[src/rtl/regfile_ctrl_pkg.sv]
// Shared types and encodings for the register-file write-port controller.
package regfile_ctrl_pkg;

  typedef enum logic {ARB, CLEAR} wctrl_state_t;

  // last_grant encoding
  localparam logic REQ0 = 1'b0;
  localparam logic REQ1 = 1'b1;

endpackage

[src/rtl/rr_arbiter2.sv]
// Two-way round-robin arbiter: the requester not granted last wins contention.
module rr_arbiter2
  import regfile_ctrl_pkg::*;
(
  input  logic       clk,
  input  logic       rst_n,
  input  logic [1:0] req,
  input  logic       advance,
  output logic [1:0] gnt
);

  logic r_last_grant;

  // Grant: a lone requester always wins; on contention the one not granted last wins.
  always_comb begin
    gnt    = '0;
    gnt[0] = req[0] && (!req[1] || (r_last_grant == REQ1));
    gnt[1] = req[1] && (!req[0] || (r_last_grant == REQ0));
  end

  // Remember the winner of every completed transfer.
  always_ff @(posedge clk or negedge rst_n) begin
    if (!rst_n) begin
      r_last_grant <= REQ1;
    end else if (advance) begin
      r_last_grant <= gnt[1] ? REQ1 : REQ0;
    end
  end

endmodule

[src/rtl/regfile_write_ctrl.sv]
// Register-file write-port controller: round-robin sharing of the single write
// port between two valid/ready requesters, plus a sweep that zeroes regs 1..DEPTH-1.
module regfile_write_ctrl
  import regfile_ctrl_pkg::*;
#(
  parameter int unsigned N = 4,
  parameter int unsigned W = 16
) (
  input  logic         clk,
  input  logic         rst_n,
  input  logic         req0_valid,
  output logic         req0_ready,
  input  logic [N-1:0] req0_addr,
  input  logic [W-1:0] req0_data,
  input  logic         req1_valid,
  output logic         req1_ready,
  input  logic [N-1:0] req1_addr,
  input  logic [W-1:0] req1_data,
  input  logic         clear_req,
  output logic         clear_busy,
  output logic         clear_done,
  output logic         we,
  output logic [N-1:0] addr_rd,
  output logic [W-1:0] data_in
);

  localparam logic [N-1:0] LAST_REG = '1;

  wctrl_state_t r_state, w_state_nxt;
  logic [N-1:0] r_cnt, w_cnt_nxt;
  logic         r_we, w_we_nxt;
  logic [N-1:0] r_addr, w_addr_nxt;
  logic [W-1:0] r_data, w_data_nxt;
  logic         r_done, w_done_nxt;

  logic         w_arb_en;
  logic [1:0]   w_req;
  logic [1:0]   w_gnt;
  logic         w_xfer;
  logic [N-1:0] w_xfer_addr;
  logic [W-1:0] w_xfer_data;

  // Requests reach the arbiter only while arbitrating and no clear is requested,
  // so a grant is exactly a transfer.
  assign w_arb_en    = (r_state == ARB) && !clear_req;
  assign w_req       = {req1_valid, req0_valid} & {2{w_arb_en}};
  assign w_xfer      = |w_gnt;
  assign w_xfer_addr = w_gnt[1] ? req1_addr : req0_addr;
  assign w_xfer_data = w_gnt[1] ? req1_data : req0_data;

  rr_arbiter2 u_arb (
    .clk     (clk),
    .rst_n   (rst_n),
    .req     (w_req),
    .advance (w_xfer),
    .gnt     (w_gnt)
  );

  // Next-state and next-output logic for arbitration and the clear sweep.
  always_comb begin
    w_state_nxt = r_state;
    w_cnt_nxt   = r_cnt;
    w_we_nxt    = 1'b0;
    w_addr_nxt  = r_addr;
    w_data_nxt  = r_data;
    w_done_nxt  = 1'b0;
    case (r_state)
      ARB: begin
        if (clear_req) begin
          w_state_nxt = CLEAR;
          w_cnt_nxt   = N'(1);
        end else if (w_xfer) begin
          // Writes to register 0 are accepted but never reach the file.
          w_we_nxt   = (w_xfer_addr != '0);
          w_addr_nxt = w_xfer_addr;
          w_data_nxt = w_xfer_data;
        end
      end
      CLEAR: begin
        w_we_nxt   = 1'b1;
        w_addr_nxt = r_cnt;
        w_data_nxt = '0;
        w_cnt_nxt  = r_cnt + N'(1);
        if (r_cnt == LAST_REG) begin
          w_state_nxt = ARB;
          w_done_nxt  = 1'b1;
        end
      end
      default: w_state_nxt = ARB;
    endcase
  end

  // State, sweep counter and registered write-port outputs.
  always_ff @(posedge clk or negedge rst_n) begin
    if (!rst_n) begin
      r_state <= ARB;
      r_cnt   <= N'(1);
      r_we    <= 1'b0;
      r_addr  <= '0;
      r_data  <= '0;
      r_done  <= 1'b0;
    end else begin
      r_state <= w_state_nxt;
      r_cnt   <= w_cnt_nxt;
      r_we    <= w_we_nxt;
      r_addr  <= w_addr_nxt;
      r_data  <= w_data_nxt;
      r_done  <= w_done_nxt;
    end
  end

  assign req0_ready = rst_n && w_gnt[0];
  assign req1_ready = rst_n && w_gnt[1];
  assign clear_busy = (r_state == CLEAR);
  assign clear_done = r_done;
  assign we         = r_we;
  assign addr_rd    = r_addr;
  assign data_in    = r_data;

endmodule

[config.mk]
export PLATFORM = sky130hd
export DESIGN_NAME = regfile_write_ctrl
export DESIGN_NICKNAME = d
export VERILOG_FILES = /design/src/rtl/regfile_ctrl_pkg.sv /design/src/rtl/rr_arbiter2.sv /design/src/rtl/regfile_write_ctrl.sv
export SDC_FILE = /design/constraint.sdc
export NUM_CORES = 1
export LEC_CHECK = 0
export CAP_MARGIN = 10
export CORE_MARGIN = 2
export CORE_UTILIZATION = 36
export DETAILED_ROUTE_END_ITERATION = 16
export GPL_TIMING_DRIVEN = 0
export HOLD_SLACK_MARGIN = 0.05
export PLACE_DENSITY = 0.79
export SLEW_MARGIN = 20
export SYNTH_ARGS = -nofsm -noshare
export SYNTH_HDL_FRONTEND = slang
export SYNTH_SLANG_ARGS = --single-unit
[constraint.sdc]
create_clock -name clk -period 1.3 [get_ports clk]
set_input_delay 0.26 -clock clk [delete_from_list [all_inputs] [get_ports clk]]
set_output_delay 0.26 -clock clk [all_outputs]
set_load 0.02 [all_outputs]
==> results.yml <==
synth:
  synth_top_cell_area_share_pct: 46.6
  synth_nets: 180
  synthesis.area_sq_um: 1400
  synth_cell_type_count: 30
  synthArstFlopShare_pct: 100
  yosys-top-cells-count: "26 x dfrtp_1, 21 x nand3_1, 20 x mux2i_1"
  synth_edf_count: 0
  yosys.area.top_type: "dfrtp_1"
  syn_area_per_cell_sq_um: 10.4
  yosys_warnings: 0
  ys_ff_latch: 28
  yosysMostFrequentCell: "dfrtp_1"
  synth-seq-area-share_pct: 50.3
  synthCells: 134
  ys_top_cells_by_area: "dfrtp_1 47%, mux2i_1 14%, nand3_1 7.5%"
  synth_ff_type: "dfrtp_1"
routing:
  num_vias: 1332
  drt-pass1-iter-count: 4
  dr.first_iter.drc_count: 35
  via_per_inst: 5.03
  final_antenna_net_count: 0
  wl_um: 3820
  wl_per_cell_um: 14.4
  drcViolationCount: 0
floorplanning:
  pin_count: 70
  die_w_um: 66.3
  start_util_pct: 37.9
  coreArea_sq_um: 3690
  dieArea_sq_um: 4400
  fp.dieH_um: 66.3
  fp-row-count: 22
timing:
  slew-limit-headroom_pct: 74.7
  rsz0062_at_grt: "yes"
  setup_viol: 23
  period_share_pct: 116
  clock_skew_ns: 0.00896
  fin_ws_ns: -0.202
  finalSetupTns_ns: -2.15
  min_period_ns: 1.50
  worst_pin_slew_ns: 0.379
  max_freq_ghz: 0.666
  fin_hold_ws_ns: -0.100
  finalMaxSlewViolations: 0
  hold_violations: 26
setup_path:
  worst_setup_path_start_kind: "register"
  cp.arrival_ns: 1.24
  crit_type: "register to output pin"
  endpoint_kind: "output pin"
  crit_required_ns: 1.04
  cp_max_fo: 4
clocking:
  clkSlewWorstSetupHoldPaths_ns: 0.10
  clock_latency_ns: 0.27
  cts_buffers: 3
  clock_sinks: 28
  clock_path_buffers: 2
  cts_tree: "built"
  root_buffer: "clkbuf_8"
  cts_max_level: 1
finish:
  num_antenna_cells: 0
  drive_above_1_share_pct: 19.4
  nets: 264
  fin_util_pct: 64.8
  fin_cells: 265
  area_delta_synth_final_pct: 71.0
pwr:
  pwr_density_cell_nw_per_um2: 1320
  swShare_pct: 37.2
  seqPwrFrac_pct: 40.6
  p_int_mw: 1.99
  pwr-share-clk_pct: 15.3
  combPwrFrac_pct: 44.1
  switchingPower_mw: 1.18
  power_leakage_nw: 1.19
  vdd_drop_max_v: 0.000489
global_routing:
  grt_pass1_vias: 1285
  grt_pass1_wl_um: 6200
  grt_max_degree: 31
  grt.overflow.total: 0
  antenna_found_initial: 0
  grtUsageTotal_pct: 18.4
status:
  violations: "hold timing, setup timing"
  status: "complete, but fails checks"
place:
  pre_cts_ws_ns: -0.876
  dp_hpwl_um: 2570
  routabilityCongestion: 0.743
  place_inst: 251
  io_buffer_count: 69
flow_run:
  maxCapViolations: 0
worst_hold_path:
  hp-class: "input port to async pin"
[critical path, stage by stage, from the launching register on]
cell and delay, ns:
dfrtp_2 0.43, nor2_4 0.15, buf_6 0.11, and3_4 0.17, buf_6 0.11
[what timing repair did]
item,CTS,global route
gates cloned,2,0
endpoints found under the hold margin,26,26
gates resized for setup,75,10
pin swaps,5,6
buffers inserted,5,3
endpoints found under the setup margin,46,25
[kinds of logic after synthesis]
logic type,Yosys count,synth area share (%)
buffers and inverters,11,4.48
AND/OR/NAND/NOR,41,15.0
flip-flops,28,50.3
multiplexers,20,14.3
adder cells (fa/ha/maj),1,0.895
AO/OA/AOI/OAI,31,13.8
XOR/XNOR,2,1.25
[routing by layer]
layer	part of all wire, %	vias to the layer above	global-route usage (%)	wire, um
met5	0	-	0	0
met4	0.29	0	2.30	11
met3	6.0	2	4.60	228
met2	48	44	30.3	1820
met1	46	630	25.2	1760
li1	-	656	-	-
[worst paths after layout]
path	startpoint	to	slack [ns]	depth (start not counted)
setup / recovery	clear_busy	req1_ready	-0.20	4
hold / removal	rst_n	r_cnt[3]	-0.10	1
setup reg to reg	u_arb.r_last_grant	data_in[13]	-0.16	7
hold reg to reg	data_in[1]	data_in[1]	0.51	2
max in group asynchronous	rst_n	r_cnt[0]	1.08	1
min in group clk	clear_req	r_cnt[2]	0.45	2
[stage by stage]
stage / cell area [sq um] / power, mW
after detailed placement: 2150 / 2.59
after global placement: 2150 / 2.57
final: 2390 / 3.16
after global routing: 2390 / 3.35
after floorplan: 1400 / 2.00
after CTS: 2320 / 3.11
[layout by cell type (no fill, tap or decap), types with 3 or more instances in the layout]
master and n:
dfrtp_1 25, o21ai_0 3, clkbuf_2 3, dlygate4sd2_1 25, clkdlybuf4s50_1 40, nand3_1 20, buf_4 9, mux2i_1 18
clkbuf_8 3, buf_6 4, buf_12 3, o21ai_1 16, nand2_1 10
[area by class of cell]
cell class | instances | area, sq um
Buffer | 9 | 85.1
Clock buffer | 4 | 45.0
Fill cell | 333 | 1300
Inverter | 2 | 7.51
Multi-Input combinational cell | 95 | 698
Sequential cell | 28 | 704
Tap cell | 48 | 60.1
Timing Repair Buffer | 79 | 790
[power groups by stage]
stage               clock (mW)  sequential (mW)  combinational, mW
floorplan                    0             1.44              0.554
global placement             0             1.30               1.26
detailed placement           0             1.31               1.28
CTS                      0.485             1.28               1.34
global route             0.519             1.31               1.53
finish                   0.484             1.29               1.39
[state kept, by name, summed over array words and instances, names as in the netlist]
| name | cells |
|---|---|
| clear_done | 1 |
| addr_rd | 4 |
| data_in | 16 |
| r_cnt | 4 |
| u_arb.r_last_grant | 1 |
| we | 1 |
| clear_busy | 1 |
No activity file was read; power rests on OpenSTA's default activity.
